## src/rtl/booth_pkg.sv

```systemverilog
// =====================================================================
// booth_pkg: shared states and constants for the Booth controller
// Rev 1.0
// =====================================================================
`default_nettype none

package booth_pkg;

  localparam int BOOTH_N = 5;

  localparam logic OP_ADD = 1'b0;
  localparam logic OP_SUB = 1'b1;

  typedef enum logic [2:0] {
    ST_IDLE   = 3'd0,
    ST_LDY    = 3'd1,
    ST_LDS    = 3'd2,
    ST_EVAL   = 3'd3,
    ST_SHIFT  = 3'd4,
    ST_OUT_HI = 3'd5,
    ST_OUT_LO = 3'd6
  } booth_state_t;

endpackage

`default_nettype wire

```

## src/rtl/booth_iter_counter.sv

```systemverilog
// =====================================================================
// booth_iter_counter: iteration counter with clear, increment and last flag
// Rev 1.0
// =====================================================================
`default_nettype none

import booth_pkg::*;

module booth_iter_counter #(
  parameter int N  = BOOTH_N,
  parameter int CW = (N > 1) ? $clog2(N) : 1
) (
  input  logic clk,
  input  logic rst,
  input  logic clr_i,
  input  logic inc_i,
  output logic last_o
);

  logic [CW-1:0] cnt_q;
  logic [CW-1:0] cnt_d;

  always_comb begin
    cnt_d = cnt_q;
    if (clr_i) begin
      cnt_d = '0;
    end else if (inc_i) begin
      cnt_d = cnt_q + CW'(1);
    end
  end

  always_ff @(posedge clk or posedge rst) begin
    if (rst) begin
      cnt_q <= '0;
    end else begin
      cnt_q <= cnt_d;
    end
  end

  assign last_o = (cnt_q == CW'(N - 1));

endmodule

`default_nettype wire

```

## src/rtl/booth_controller.sv

```systemverilog
// =====================================================================
// booth_controller: Moore FSM sequencing the radix-2 Booth datapath
// Rev 1.0
// =====================================================================
`default_nettype none

import booth_pkg::*;

module booth_controller #(
  parameter int N = BOOTH_N
) (
  input  logic clk,
  input  logic rst,
  input  logic start,
  input  logic m1,
  input  logic m0,
  output logic ldy,
  output logic addsub,
  output logic ldf,
  output logic sclrf,
  output logic shf,
  output logic lds,
  output logic shs,
  output logic sel,
  output logic sclrr,
  output logic ldr,
  output logic ready,
  output logic out_valid
);

  booth_state_t state_q;
  booth_state_t state_d;
  logic         cnt_clr;
  logic         cnt_inc;
  logic         cnt_last;

  booth_iter_counter #(
    .N (N)
  ) u_cnt (
    .clk    (clk),
    .rst    (rst),
    .clr_i  (cnt_clr),
    .inc_i  (cnt_inc),
    .last_o (cnt_last)
  );

  always_ff @(posedge clk or posedge rst) begin
    if (rst) begin
      state_q <= ST_IDLE;
    end else begin
      state_q <= state_d;
    end
  end

  assign cnt_clr = (state_q == ST_LDY);
  assign cnt_inc = (state_q == ST_SHIFT) && !cnt_last;

  always_comb begin
    state_d   = state_q;
    ldy       = 1'b0;
    addsub    = OP_ADD;
    ldf       = 1'b0;
    sclrf     = 1'b0;
    shf       = 1'b0;
    lds       = 1'b0;
    shs       = 1'b0;
    sel       = 1'b0;
    sclrr     = 1'b0;
    ldr       = 1'b0;
    ready     = 1'b0;
    out_valid = 1'b0;
    case (state_q)
      ST_IDLE: begin
        ready = 1'b1;
        if (start) begin
          state_d = ST_LDY;
        end
      end
      ST_LDY: begin
        ldy     = 1'b1;
        sclrf   = 1'b1;
        sclrr   = 1'b1;
        state_d = ST_LDS;
      end
      ST_LDS: begin
        lds     = 1'b1;
        state_d = ST_EVAL;
      end
      ST_EVAL: begin
        // Bit pair 10 starts a run of ones (subtract), 01 ends one (add).
        if (m1 ^ m0) begin
          ldf    = 1'b1;
          addsub = m1 ? OP_SUB : OP_ADD;
        end
        state_d = ST_SHIFT;
      end
      ST_SHIFT: begin
        shf     = 1'b1;
        shs     = 1'b1;
        ldr     = 1'b1;
        state_d = cnt_last ? ST_OUT_HI : ST_EVAL;
      end
      ST_OUT_HI: begin
        out_valid = 1'b1;
        state_d   = ST_OUT_LO;
      end
      ST_OUT_LO: begin
        sel       = 1'b1;
        out_valid = 1'b1;
        state_d   = ST_IDLE;
      end
      default: begin
        state_d = ST_IDLE;
      end
    endcase
  end

endmodule

`default_nettype wire

```

## config.mk

```make
export PLATFORM = sky130hd
export DESIGN_NAME = booth_controller
export DESIGN_NICKNAME = d
export VERILOG_FILES = /design/src/rtl/booth_pkg.sv /design/src/rtl/booth_iter_counter.sv /design/src/rtl/booth_controller.sv
export SDC_FILE = /design/constraint.sdc
export NUM_CORES = 1
export LEC_CHECK = 0
export ABC_AREA = 1
export ABC_CLOCK_PERIOD_IN_PS = 1500
export BUFFER_PORTS_ARGS = -buffer_cell sky130_fd_sc_hd__buf_4
export CORE_MARGIN = 2
export CORE_UTILIZATION = 27
export DETAILED_ROUTE_END_ITERATION = 12
export GPL_TIMING_DRIVEN = 0
export PLACE_DENSITY = 0.52
export SETUP_SLACK_MARGIN = 0.05
export SYNTH_ARGS = -nofsm -noshare
export SYNTH_HDL_FRONTEND = slang
export SYNTH_SLANG_ARGS = --single-unit
```

## constraint.sdc

```tcl
create_clock -name clk -period 1.5 [get_ports clk]
set_input_delay 0.3 -clock clk [delete_from_list [all_inputs] [get_ports clk]]
set_output_delay 0.3 -clock clk [all_outputs]
set_load 0.05 [all_outputs]
```

==> summary.md <==
| Metric | Value |
|---|---|
| Vias after detailed routing | 494 |
| P_int | 0.00109 W |
| IO Pins | 17 |
| HPWL Detailed | 678 um |
| Fin. Hold Viols | 0 |
| Net load switching power | 0.00106 W |
| Number of synthesized flops with an enable pin | 0 |
| Failing checks | negative setup slack |
| Pwr Density | 2420 mW/mm^2 |
| Met3 WL | 46 um |
| Core ar. | 0.00154 mm^2 |
| Worst R2R Start | state_q[0] |
| Antenna violations before repair | 0 |
| Synth Instances | 64 |
| Clock net sink count | 6 |
| Final min period | 1.56 ns |
| H-tree depth | 1 |
| Beginning of the worst hold path | start |
| Die ar. | 0.00202 mm^2 |
| Fillers | 144 |
| Met2 wire length | 635 um |
| Hold EP | state_q[0] |
| Clk root buf | clkbuf_4 |
| Slew @ Worst Pin | 0.213 ns |
| Worst EP arrival | 1.26 ns |
| Max Buffers Root-to-Sink | 2 |
| Fmax | 0.640 GHz |
| CTS tree | done |
| Logic pwr share | 77.5% |
| Post-DRT Antenna Nets | 0 |
| Reg power frac | 15.2% |
| CP endpoint kind | output port |
| Tcrit/Tclk final | 104% |
| Port Buf Inserts | 16 |
| Synthesis-to-finish area growth | 96.7% |
| # diodes | 0 |
| Post-layout nets | 109 |
| Top FF cell, synth | dfrtp_1 |
| Final setup viols | 9 |
| Grt total ovfl | 0 |
| Skew-Pair Late Insertion Delay | 0.24 ns |
| Syn nets | 72 |
| Clock buffer count from CTS | 3 |
| Status | complete, but fails checks |
| Top sig layer | met3 |
| Vias/cell | 4.26 |
| Die H | 45.0 um |
| Worst Skew | 0.00841 ns |
| Setup TNS | -0.263 ns |
| Yosys cell types | 13 |
| Maximum vdd drop | 0.00113 V |
| Share of cells above drive strength 1 | 54.0% |
| RePlAce Congestion | 0.674 |
| RSZ-0062 raised after global routing | true |
| Top cells by area, synth | dfrtp_1 (33%), inv_1 (12%), nand2_1 (12%) |
| Syn avg cell area | 7.08 um^2 |
| DRC | 0 |
| Synth Cell Area | 453 um^2 |
| Die width | 45.0 um |
| Routed len/inst | 10.0 um |
| Max-cap violations | 0 |
| Total power | 0.00215 W |
| Synth cell count leaders | inv_1 (14), nand2_1 (14), nand3_1 (9) |
| Min-delay worst type | in2reg |
| Worst EP required | 1.20 ns |
| Post-Route WL | 1160 um |
| Slew Viols, Final | 0 |
| Worst R2R Setup Slack | 0.14 ns |
| Top-area cell type share of the netlist area | 33.1% |
| Clk network pwr share | 7.3% |
| Worst setup margin | -0.0629 ns |
| Tot GR Track Use | 12.6% |
| Clock transition at path regs | 0.05 ns |
| DR iter-0 viols | 1 |
| Synth area leader | dfrtp_1 |
| Hold path cells | 3 |
| First-pass GRT wire length | 1770 um |
| Initial core utilization | 29.4% |
| Synth async-reset ratio | 100% |
| Worst-path fanout max | 4 |
| Via count of the first global-routing pass | 455 |
| Synthesis-stage register bit count | 6 |
| Std cell rows | 14 |
| Reg2reg end | state_q[1] |
| Largest net degree at the start of global routing | 7 |
| Relative slew slack | 85.8% |
| Wl on met1 | 478 um |
| Fin util | 57.8% |
| Switch share | 49.2% |
| Critical path origin | state_q[0] |
| Startpoint class of the critical path | register |
| YS warnings | 0 |
| TritonRoute pass-1 iters | 3 |
| Reg2reg path depth | 8 |
| Leak pwr | 0.474 nW |
| Sequential share of the synthesized area | 33.1% |
| Crit Path Class | reg2out |
## metrics by stage
stage / worst slack (ns) / hold slack [ns] / std cells / instance area, um^2
after floorplan: -0.110 / 0.0908 / 64 / 482
after global placement: 0.0384 / 0.227 / 96 / 622
after detailed placement: 0.0485 / 0.226 / 96 / 622
after CTS: -0.0545 / 0.286 / 113 / 845
after global routing: -0.110 / 0.328 / 116 / 891
final: -0.0629 / 0.295 / 116 / 891
## critical path: stages (launching register included)
cell	delay (ns)
dfrtp_2	0.45
buf_6	0.15
inv_4	0.06
nand2_4	0.05
a21oi_2	0.13
buf_6	0.17
## placed cells by master (no fill, tap or decap), types with 3 or more instances in the layout
cell type / count
nor2_4: 3
buf_4: 18
nand3_1: 8
clkbuf_4: 3
nand2_1: 13
buf_6: 9
inv_2: 3
inv_1: 11
dfrtp_1: 4
buf_8: 7
ha_1: 3
## how the worst max path moves through the flow
stage | slack (ns) | end
final | -0.06 | out_valid
after global routing | -0.11 | shf
after CTS | -0.05 | shs
after detailed placement | 0.05 | sclrr
after global placement | 0.04 | sclrr
after floorplan | -0.11 | addsub
## final cells by class
cell class	instances	area, um^2	area share, %
inverter	17	72.6	8.15
buffer	4	48.8	5.48
sequential	6	153	17.1
clock buffer	4	26.3	2.95
timing repair buffer	32	323	36.2
multi-input combinational	37	248	27.8
tap	16	20.0	2.25
## logic make-up after synthesis
group	share of synthesized area (%)
adders and majority gates	8.29
DFF	33.1
AOI/OAI and AO/OA	4.42
buffers and inverters	20.7
and+or+nand+nor	33.4
## flip-flops by register name (all words and copies together) (netlist names)
name         count
u_cnt.cnt_q      3
state_q          3
## power by group through the flow
stage                     clock [W]  sequential, W  combinational, W
after floorplan                   0       0.000318          0.000853
after detailed placement          0       0.000336           0.00108
after global routing       0.000173       0.000339           0.00178
final                      0.000157       0.000328           0.00167
after CTS                  0.000166       0.000324           0.00153
after global placement            0       0.000335           0.00108
## per-layer routing
layer  track usage, %  vias up
met3             1.60        0
met2             21.4        9
met1             14.5      224
met5                0        -
met4             8.82        0
li1                 -      261
## what timing repair did
action | CTS | global route
resized for setup | 23 | 6
endpoints found under the setup margin | 12 | 12
hold endpoints to repair | 6 | 0
hold buffers | 1 | 0
buffers inserted | 12 | 3
pin swaps | 4 | 0
Note: power is estimated with default switching activity, not from simulation.
